**config.mk**
```make
export PLATFORM = sky130hd
export DESIGN_NAME = fft_job_arbiter_flat
export DESIGN_NICKNAME = d
export VERILOG_FILES = /design/src/rtl/fft_ctrl_pkg.sv /design/src/rtl/fft_job_arbiter_if.sv /design/src/rtl/fft_job_arbiter_rr_arb2.sv /design/src/rtl/fft_job_arbiter.sv /design/src/flat_wrapper.sv
export SDC_FILE = /design/constraint.sdc
export NUM_CORES = 1
export LEC_CHECK = 0
export CAP_MARGIN = 20
export CORE_MARGIN = 1
export CORE_UTILIZATION = 39
export DETAILED_ROUTE_END_ITERATION = 7
export GPL_TIMING_DRIVEN = 0
export PLACE_DENSITY = 0.73
export SLEW_MARGIN = 20
export SYNTH_ARGS = -nofsm -noshare
export SYNTH_HDL_FRONTEND = slang
export SYNTH_SLANG_ARGS = --single-unit
export TNS_END_PERCENT = 50
```
**constraint.sdc**
```tcl
create_clock -name clk -period 1.4 [get_ports clk]
set_input_delay 0.14 -clock clk [delete_from_list [all_inputs] [get_ports clk]]
set_output_delay 0.14 -clock clk [all_outputs]
set_load 0.005 [all_outputs]
```
**src/rtl/fft_ctrl_pkg.sv**
```systemverilog
// Shared types and constants for the FFT job arbiter: FSM states, mode encoding,
// parameter defaults and a one-hot-to-index helper.
package fft_ctrl_pkg;

    typedef enum logic [1:0] {
        ST_IDLE = 2'd0,
        ST_LOAD = 2'd1,
        ST_WAIT = 2'd2,
        ST_DONE = 2'd3
    } fft_state_t;

    localparam logic MODE_FFT  = 1'b0;
    localparam logic MODE_IFFT = 1'b1;

    localparam int LATENCY_DEFAULT = 4;
    localparam int TAGW_DEFAULT    = 4;

    // A two-way one-hot grant maps to its index through the upper bit alone.
    function automatic logic onehot2_idx(input logic [1:0] grant);
        return grant[1];
    endfunction

endpackage

```
**src/rtl/fft_job_arbiter_if.sv**
```systemverilog
// Requester, engine-control and result handshake bundle of the FFT job arbiter.
interface fft_job_arbiter_if
    import fft_ctrl_pkg::*;
#(
    parameter int TAGW = TAGW_DEFAULT
);
    logic [1:0]        req_valid;
    logic [1:0]        req_mode;
    logic [2*TAGW-1:0] req_tag;
    logic [1:0]        req_ready;
    logic              in_sel;
    logic              eng_mode;
    logic              eng_start;
    logic              res_valid;
    logic              res_ready;
    logic              res_src;
    logic [TAGW-1:0]   res_tag;
    logic              busy;

    modport master (
        output req_valid, req_mode, req_tag, res_ready,
        input  req_ready, in_sel, eng_mode, eng_start, res_valid, res_src, res_tag, busy
    );

    modport slave (
        input  req_valid, req_mode, req_tag, res_ready,
        output req_ready, in_sel, eng_mode, eng_start, res_valid, res_src, res_tag, busy
    );
endinterface

```
**src/rtl/fft_job_arbiter_rr_arb2.sv**
```systemverilog
// Two-way round-robin grant: ptr breaks ties, a lone requester always wins.
module rr_arb2 (
    input  logic [1:0] req,
    input  logic       ptr,
    output logic [1:0] grant
);

    // One-hot grant from the request pair and the tie-break pointer.
    always_comb begin
        grant = 2'b00;
        case (req)
            2'b01:   grant = 2'b01;
            2'b10:   grant = 2'b10;
            2'b11:   grant = ptr ? 2'b10 : 2'b01;
            default: grant = 2'b00;
        endcase
    end

endmodule

```
**src/rtl/fft_job_arbiter.sv**
```systemverilog
// Shares one FFT/IFFT engine between two requesters, one job in flight at a time,
// and holds the result with its owner and tag until the consumer accepts it.
module fft_job_arbiter
    import fft_ctrl_pkg::*;
#(
    parameter int LATENCY = LATENCY_DEFAULT,
    parameter int TAGW    = TAGW_DEFAULT
) (
    input logic              clk,
    input logic              reset,
    fft_job_arbiter_if.slave bus
);

    localparam logic [3:0] CNT_LOAD = 4'(LATENCY - 1);

    fft_state_t state;
    logic       rr_ptr;
    logic [3:0] cnt;
    logic [1:0] grant;
    logic       win;

    rr_arb2 u_arb (
        .req   (bus.req_valid),
        .ptr   (rr_ptr),
        .grant (grant)
    );

    assign win = onehot2_idx(grant);

    // Accept is combinational so the winner sees it in its own request cycle.
    always_comb begin
        if ((state == ST_IDLE) && !reset) begin
            bus.req_ready = grant;
        end else begin
            bus.req_ready = 2'b00;
        end
    end

    // Job sequencing FSM with all engine and result outputs registered.
    always_ff @(posedge clk) begin
        if (reset) begin
            state         <= ST_IDLE;
            rr_ptr        <= 1'b0;
            cnt           <= 4'd0;
            bus.eng_start <= 1'b0;
            bus.res_valid <= 1'b0;
            bus.busy      <= 1'b0;
            bus.in_sel    <= 1'b0;
            bus.eng_mode  <= MODE_FFT;
            bus.res_src   <= 1'b0;
            bus.res_tag   <= {TAGW{1'b0}};
        end else begin
            case (state)
                ST_IDLE: begin
                    if (grant != 2'b00) begin
                        state         <= ST_LOAD;
                        rr_ptr        <= ~win;
                        bus.in_sel    <= win;
                        bus.eng_mode  <= bus.req_mode[win];
                        bus.res_src   <= win;
                        bus.res_tag   <= win ? bus.req_tag[2*TAGW-1:TAGW] : bus.req_tag[TAGW-1:0];
                        bus.eng_start <= 1'b1;
                        bus.busy      <= 1'b1;
                    end else begin
                        state <= ST_IDLE;
                    end
                end
                ST_LOAD: begin
                    bus.eng_start <= 1'b0;
                    if (LATENCY == 1) begin
                        cnt           <= 4'd0;
                        state         <= ST_DONE;
                        bus.res_valid <= 1'b1;
                    end else begin
                        cnt   <= CNT_LOAD;
                        state <= ST_WAIT;
                    end
                end
                // The count hits zero on the same edge that enters DONE.
                ST_WAIT: begin
                    if (cnt <= 4'd1) begin
                        cnt           <= 4'd0;
                        state         <= ST_DONE;
                        bus.res_valid <= 1'b1;
                    end else begin
                        cnt <= cnt - 4'd1;
                    end
                end
                ST_DONE: begin
                    if (bus.res_ready) begin
                        state         <= ST_IDLE;
                        bus.res_valid <= 1'b0;
                        bus.busy      <= 1'b0;
                    end else begin
                        state <= ST_DONE;
                    end
                end
                default: begin
                    state         <= ST_IDLE;
                    bus.eng_start <= 1'b0;
                    bus.res_valid <= 1'b0;
                    bus.busy      <= 1'b0;
                end
            endcase
        end
    end

endmodule

```
**src/flat_wrapper.sv**
```systemverilog
// flat-port wrapper written by rule: the top's interface ports become plain ports
module fft_job_arbiter_flat import fft_ctrl_pkg::*;
#(
    parameter int LATENCY = LATENCY_DEFAULT,
    parameter int TAGW    = TAGW_DEFAULT
)
  (clk, reset, bus_req_valid, bus_req_mode, bus_req_tag, bus_res_ready, bus_req_ready, bus_in_sel, bus_eng_mode, bus_eng_start, bus_res_valid, bus_res_src, bus_res_tag, bus_busy);
  fft_job_arbiter_if #(.TAGW(TAGW)) bus_i ();
  input logic clk;
  input logic reset;
  input wire logic [$bits(bus_i.req_valid)-1:0] bus_req_valid;
  input wire logic [$bits(bus_i.req_mode)-1:0] bus_req_mode;
  input wire logic [$bits(bus_i.req_tag)-1:0] bus_req_tag;
  input wire logic [$bits(bus_i.res_ready)-1:0] bus_res_ready;
  output wire logic [$bits(bus_i.req_ready)-1:0] bus_req_ready;
  output wire logic [$bits(bus_i.in_sel)-1:0] bus_in_sel;
  output wire logic [$bits(bus_i.eng_mode)-1:0] bus_eng_mode;
  output wire logic [$bits(bus_i.eng_start)-1:0] bus_eng_start;
  output wire logic [$bits(bus_i.res_valid)-1:0] bus_res_valid;
  output wire logic [$bits(bus_i.res_src)-1:0] bus_res_src;
  output wire logic [$bits(bus_i.res_tag)-1:0] bus_res_tag;
  output wire logic [$bits(bus_i.busy)-1:0] bus_busy;
  assign bus_i.req_valid = bus_req_valid;
  assign bus_i.req_mode = bus_req_mode;
  assign bus_i.req_tag = bus_req_tag;
  assign bus_i.res_ready = bus_res_ready;
  assign bus_req_ready = bus_i.req_ready;
  assign bus_in_sel = bus_i.in_sel;
  assign bus_eng_mode = bus_i.eng_mode;
  assign bus_eng_start = bus_i.eng_start;
  assign bus_res_valid = bus_i.res_valid;
  assign bus_res_src = bus_i.res_src;
  assign bus_res_tag = bus_i.res_tag;
  assign bus_busy = bus_i.busy;
  fft_job_arbiter #(.LATENCY(LATENCY), .TAGW(TAGW)) u_core (.clk(clk), .reset(reset), .bus(bus_i));
endmodule
```
After elaboration in Yosys (flattened, before gate mapping)

Cells that the tools add are included.

Equality and inequality tests: 9
$lt $le $gt $ge: 2
Muxes and demuxes: 18
Add/sub/neg operators: 1
Reductions and logical operators: 12
Bitwise operators: 1

Operators by type and width:

| operator                                                        | count |
|---|---|
| nonzero test 2 bit                                              | 5 |
| == test 2 bit (second input constant)                           | 4 |
| two-way mux 2 bit                                               | 4 |
| two-way mux 4 bit                                               | 2 |
| case mux 2 bit (4 select lines)                                 | 1 |
| case mux 4 bit (2 select lines)                                 | 1 |
| two-way mux 1 bit                                               | 6 |
| case mux 1 bit (2 select lines)                                 | 3 |
| case mux 2 bit (3 select lines)                                 | 1 |
| AND reduction 3 bit                                             | 2 |
| == test 2 x 1 -> 1 bit (second input constant)                  | 2 |
| less-or-equal comparator 4 x 1 -> 1 bit (second input constant) | 1 |
| inequality test 2 bit (second input constant)                   | 2 |
| AND reduction 2 bit                                             | 2 |
| subtractor 4 x 1 -> 4 bit (second input constant)               | 1 |
| logical NOT 2 bit                                               | 1 |
| < comparator 1 x 2 -> 1 bit (second input constant)             | 1 |
| inequality test 2 x 1 -> 1 bit (second input constant)          | 1 |
| logical AND 1 bit                                               | 1 |
| logical NOT 1 bit                                               | 1 |
| NOT 1 bit                                                       | 1 |

Word-level logic and storage cells: 52
Output and inout bits: 12
Bits of input ports: 15
Register bits: 16

Logic depth before layout (Yosys ltp)

Word-level depth: 5
Gate-level depth with buffers: 6
Gate-level depth less buffers: 6

By module

From an unflattened synthesis, not the netlist that was laid out.

Cell total of the unflattened synthesis: 102
Area total of the unflattened synthesis: 889.6 µm²

Modules (own cells, without submodules):

| module          | sequential area each (µm²) | instances | area each (µm²) | cells an instance |
|---|---|---|---|---|
| fft_job_arbiter | 320.3                      | 1         | 870.8           | 99 |
| rr_arb2         | 0.0                        | 1         | 18.8            | 3 |

Worst setup path before layout

No wires, ideal clock.

Path type: register to register
From: register u_core.cnt[0]
To: register u_core.bus.res_valid
Path buffers: 0
Period minus slack after synthesis: 1.392 ns
Slack: 0.008 ns
Cell stages (with the launch flop): 7
Required time: 1.297 ns
Library setup time: 0.103 ns
Arrival time: 1.289 ns
Cell sequence: dfxtp_1 > inv_1 > ha_1 > or2_4 > a21oi_2 > nor2_1 > a2111oi_2

Longest elaborated chain between the ends: 3

RTL lines:

| element                                  | line                     | RTL |
|---|---|---|
| start: declaration                       | fft_job_arbiter.sv:18    | `logic [3:0] cnt;` |
| start signal: assignment                 | fft_job_arbiter.sv:86    | `cnt <= cnt - 4'd1;` |
| less-or-equal comparator 4 x 1 -> 1 bit  | fft_job_arbiter.sv:81    | `if (cnt <= 4'd1) begin` |
| inequality test 2 x 1 -> 1 bit (no line) | -                        |  |
| AND reduction 3 bit (no line)            | -                        |  |
| end signal: assignment                   | fft_job_arbiter.sv:84    | `bus.res_valid <= 1'b1;` |
| end signal: assignment                   | fft_job_arbiter.sv:92    | `bus.res_valid <= 1'b0;` |
| end signal: assignment                   | fft_job_arbiter.sv:101   | `bus.res_valid <= 1'b0;` |
| end: declaration                         | fft_job_arbiter_if.sv:27 | `output req_ready, in_sel, eng_mode, eng_start, res_valid, res_src, res_tag, busy` |

No other way between the ends.
A chain may end at the register's enable or synchronous reset.

Worst setup path after layout

From: register u_core.state[1]
To: output port bus_req_ready[1]

Longest elaborated chain between the ends: 3

RTL lines:

| element                  | line                  | RTL |
|---|---|---|
| start: declaration       | fft_job_arbiter.sv:16 | `fft_state_t state;` |
| start signal: assignment | fft_job_arbiter.sv:42 | `state <= ST_IDLE;` |
| start signal: assignment | fft_job_arbiter.sv:56 | `state <= ST_LOAD;` |
| start signal: assignment | fft_job_arbiter.sv:65 | `state <= ST_IDLE;` |
| logical NOT 2 bit        | fft_job_arbiter.sv:32 | `if ((state == ST_IDLE) && !reset) begin` |
| logical AND 1 bit        | fft_job_arbiter.sv:32 |  |
| two-way mux 2 bit        | fft_job_arbiter.sv:32 |  |
| end: declaration         | flat_wrapper.sv:15    | `output wire logic [$bits(bus_i.req_ready)-1:0] bus_req_ready;` |

No other way between the ends.

==> flow_summary.ini <==
[yosys]
netlist_top_cells_area = dfxtp_1 40%, ha_1 9.3%, a222oi_1 6.2%
netlist_area_um2 = 810
yosysTopAreaCell = dfxtp_1
synth_cells = 94
ys_seq_area_share_pct = 39.6
synth_top_area_share_pct = 39.6
synthesis.yosys.warnings = 0
yosys_register_bits = 16
synth_cell_type_count = 29
mappedNetlistNets = 115
synthesis.area_per_instance_um2 = 8.61

[timing]
finalHoldViolations = 0
slew_headroom_pct = 67.9
post-route-worst-setup-slack_ns = -0.135
final.period_utilization_pct = 110
grt_setup_unrepaired = true
setup-tns-final_ns = -0.459
fin_skew_ns = 0.00734
max_slew.worst_pin.slew_ns = 0.478
max_freq_mhz = 651
number_of_slew_limit_violations_in_the_final_report = 0
fin_crit_ns = 1.54
setup_viol = 9

[final_layout]
multi_input_comb_area_um2 = 512
n_fill_cell = 179
fin_cells = 162
layout-drive-gt1-share_pct = 31.1
layout.area.seq_um2 = 329
flow.area_growth_from_synthesis_pct = 59.0
num-nets-final = 157
finish.utilization_pct = 65.6
antennaDiodeCount = 0

[flow_run]
max_cap_viol_count = 0

[power]
max-vdd-ir-drop_v = 0.000853
cellPowerDensity_mw_per_mm2 = 1360
power_leakage_nw = 0.494

[routing]
number_of_design_rule_violations_left_by_the_first_detailed_router_iteration = 46
vias = 910
vias_per_cell = 5.62
post_drt_wl_per_cell_um = 16.0
drt_drc_violations_left = 0
antenna_left = 0
postRouteWirelength_um = 2600
drt_pass1_iterations = 5

[place]
post-place-cells = 146
port_buffers = 25
place.detailed.hpwl_um = 1440
place_congestion = 0.801

[worst_setup_path]
timing.setup.critical_path_class = flip-flop to primary output
cp-start-kind = flip-flop
critical_path_arrival_ns = 1.40
critical_path.endpoint_type = primary output
worstPathMaxFanout = 4
required_ns = 1.26

[floorplan]
ios = 27
dieHeight_um = 47.6
fp.coreArea_mm2 = 0.00196
die_area_mm2 = 0.00226
fp_rows = 16
die_w_um = 47.6
floorplan.initialDensity_pct = 41.3

[run_status]
failed_checks = setup timing
status = complete, but fails checks

[global_route]
remaining_global_route_overflow = 0
grt_use_total_pct = 22.6
grt_pass1_vias = 800
grt_first_pass_wirelength_um = 3460
grt_antenna_before_repair = 0
grt_start_max_net_pins = 11

[clock_tree]
clkSlewWorstSetupHoldPaths_ns = 0.10
holdBufCountCts = 0
total_clock_buffers_created_by_cts = 3
clk_lat_worst_skew_ns = 0.29
tritoncts = yes
htreeDepth = 1
clock_sink_count = 16
clockBufferDepth = 2
cts-root-buf = clkbuf_4

[min_path]
hp-class = input port to flip-flop
worst max-delay path, stage by stage (launching register included):
cell and delay (ns):
dfxtp_2 0.34, inv_2 0.07, ha_4 0.15, buf_6 0.11, nand2_4 0.05, a21oi_4 0.14
nor2b_1 0.13, buf_2 0.12
through the flow:
step | hold slack (ns) | total power [mW] | instance area, um2 | setup slack, ns
2_1_floorplan | 0.259 | 0.958 | 810 | 0.00776
3_3_place_gp | 0.440 | 1.16 | 1090 | -0.505
3_5_place_dp | 0.452 | 1.18 | 1090 | -0.513
4_1_cts | 0.139 | 1.66 | 1250 | -0.107
5_1_grt | 0.142 | 1.86 | 1290 | -0.195
6_report | 0.142 | 1.75 | 1290 | -0.135
logic make-up after synthesis:
kind of cell	synth area share, %
and+or+nand+nor	19.3
AOI/OAI and AO/OA	26.6
DFF	39.6
buffers and inverters	5.25
adders and majority gates	9.27
per-layer routing:
metal | vias up | global-route usage [%] | part of all wire (%)
li1 | 423 | - | -
met1 | 425 | 26.1 | 38
met2 | 52 | 38.4 | 53
met3 | 10 | 7.92 | 6.1
met4 | 0 | 8.89 | 2.3
met5 | - | 0 | 0
synthesized netlist by cell type:
cell type,count
a2111oi_2,1
a21o_1,1
a21oi_1,9
a21oi_2,3
a222oi_1,5
a311oi_1,1
a31oi_1,2
buf_2,1
buf_4,1
clkbuf_1,1
dfxtp_1,16
ha_1,6
inv_1,7
nand2_1,7
nand2b_1,1
nand3_1,1
nand3b_1,1
nand4_1,1
nand4b_1,1
nor2_1,13
nor2_2,1
nor2b_1,3
nor3_1,1
o21ai_0,3
o21ai_1,1
o22ai_1,2
o311ai_0,2
or2_4,1
or3b_1,1
path summary, 6_finish.rpt:
| path | from | endpoint | slack [ns] | cells after the start |
|---|---|---|---|---|
| worst max-delay path | u_core.state[1]$_SDFFE_PP0P_ | bus_req_ready[1] | -0.14 | 7 |
| worst min-delay path | reset | u_core.state[0]$_SDFFE_PP0P_ | 0.14 | 2 |
| worst max register to register | u_core.state[1]$_SDFFE_PP0P_ | u_core.state[0]$_SDFFE_PP0P_ | -0.10 | 7 |
| worst min register to register | u_core.bus.res_valid$_SDFFE_PP0P_ | u_core.bus.res_valid$_SDFFE_PP0P_ | 0.49 | 2 |
power breakdown:
part | switching (mW) | leakage, nW | total, mW | internal, mW
sequential | 0.0612 | 0.134 | 0.602 | 0.541
clock | 0.153 | 0.0210 | 0.311 | 0.158
combinational | 0.390 | 0.339 | 0.837 | 0.447
flip-flops by register name (all words and copies together), names as in the netlist:
signal                flops
u_core.bus.res_tag        4
u_core.bus.eng_mode       1
u_core.cnt                4
u_core.bus.res_valid      1
u_core.bus.busy           1
u_core.state              2
u_core.bus.res_src        1
u_core.bus.eng_start      1
u_core.rr_ptr             1
cell type report:
| class | count | area share [%] |
|---|---|---|
| multi-input cells | 68 | 39.7 |
| inverters | 7 | 2.24 |
| repair buffers | 37 | 25.8 |
| well taps | 27 | 2.62 |
| flip-flops and latches | 16 | 25.6 |
| clock buffers | 4 | 2.82 |
| plain buffers | 3 | 1.26 |
placed cells by master (no fill, tap or decap), types with 2 or more instances in the layout:
| master | instances |
|---|---|
| a21oi_1 | 9 |
| a21oi_4 | 3 |
| a222oi_1 | 5 |
| a31oi_1 | 2 |
| buf_2 | 3 |
| buf_4 | 13 |
| clkbuf_4 | 3 |
| clkdlybuf4s50_1 | 22 |
| dfxtp_1 | 11 |
| dfxtp_2 | 4 |
| ha_1 | 3 |
| ha_4 | 2 |
| inv_1 | 4 |
| inv_2 | 2 |
| nand2_1 | 5 |
| nor2_1 | 12 |
| nor2_2 | 2 |
| nor2b_1 | 2 |
| o21ai_0 | 3 |
| o22ai_1 | 2 |
timing repair:
item / in CTS / in global routing
resized for setup: 26 / 8
endpoints found under the setup margin: 13 / 15
pin swaps: 3 / 3
buffers inserted: 10 / 2
No activity file was read; power rests on OpenSTA's default activity.
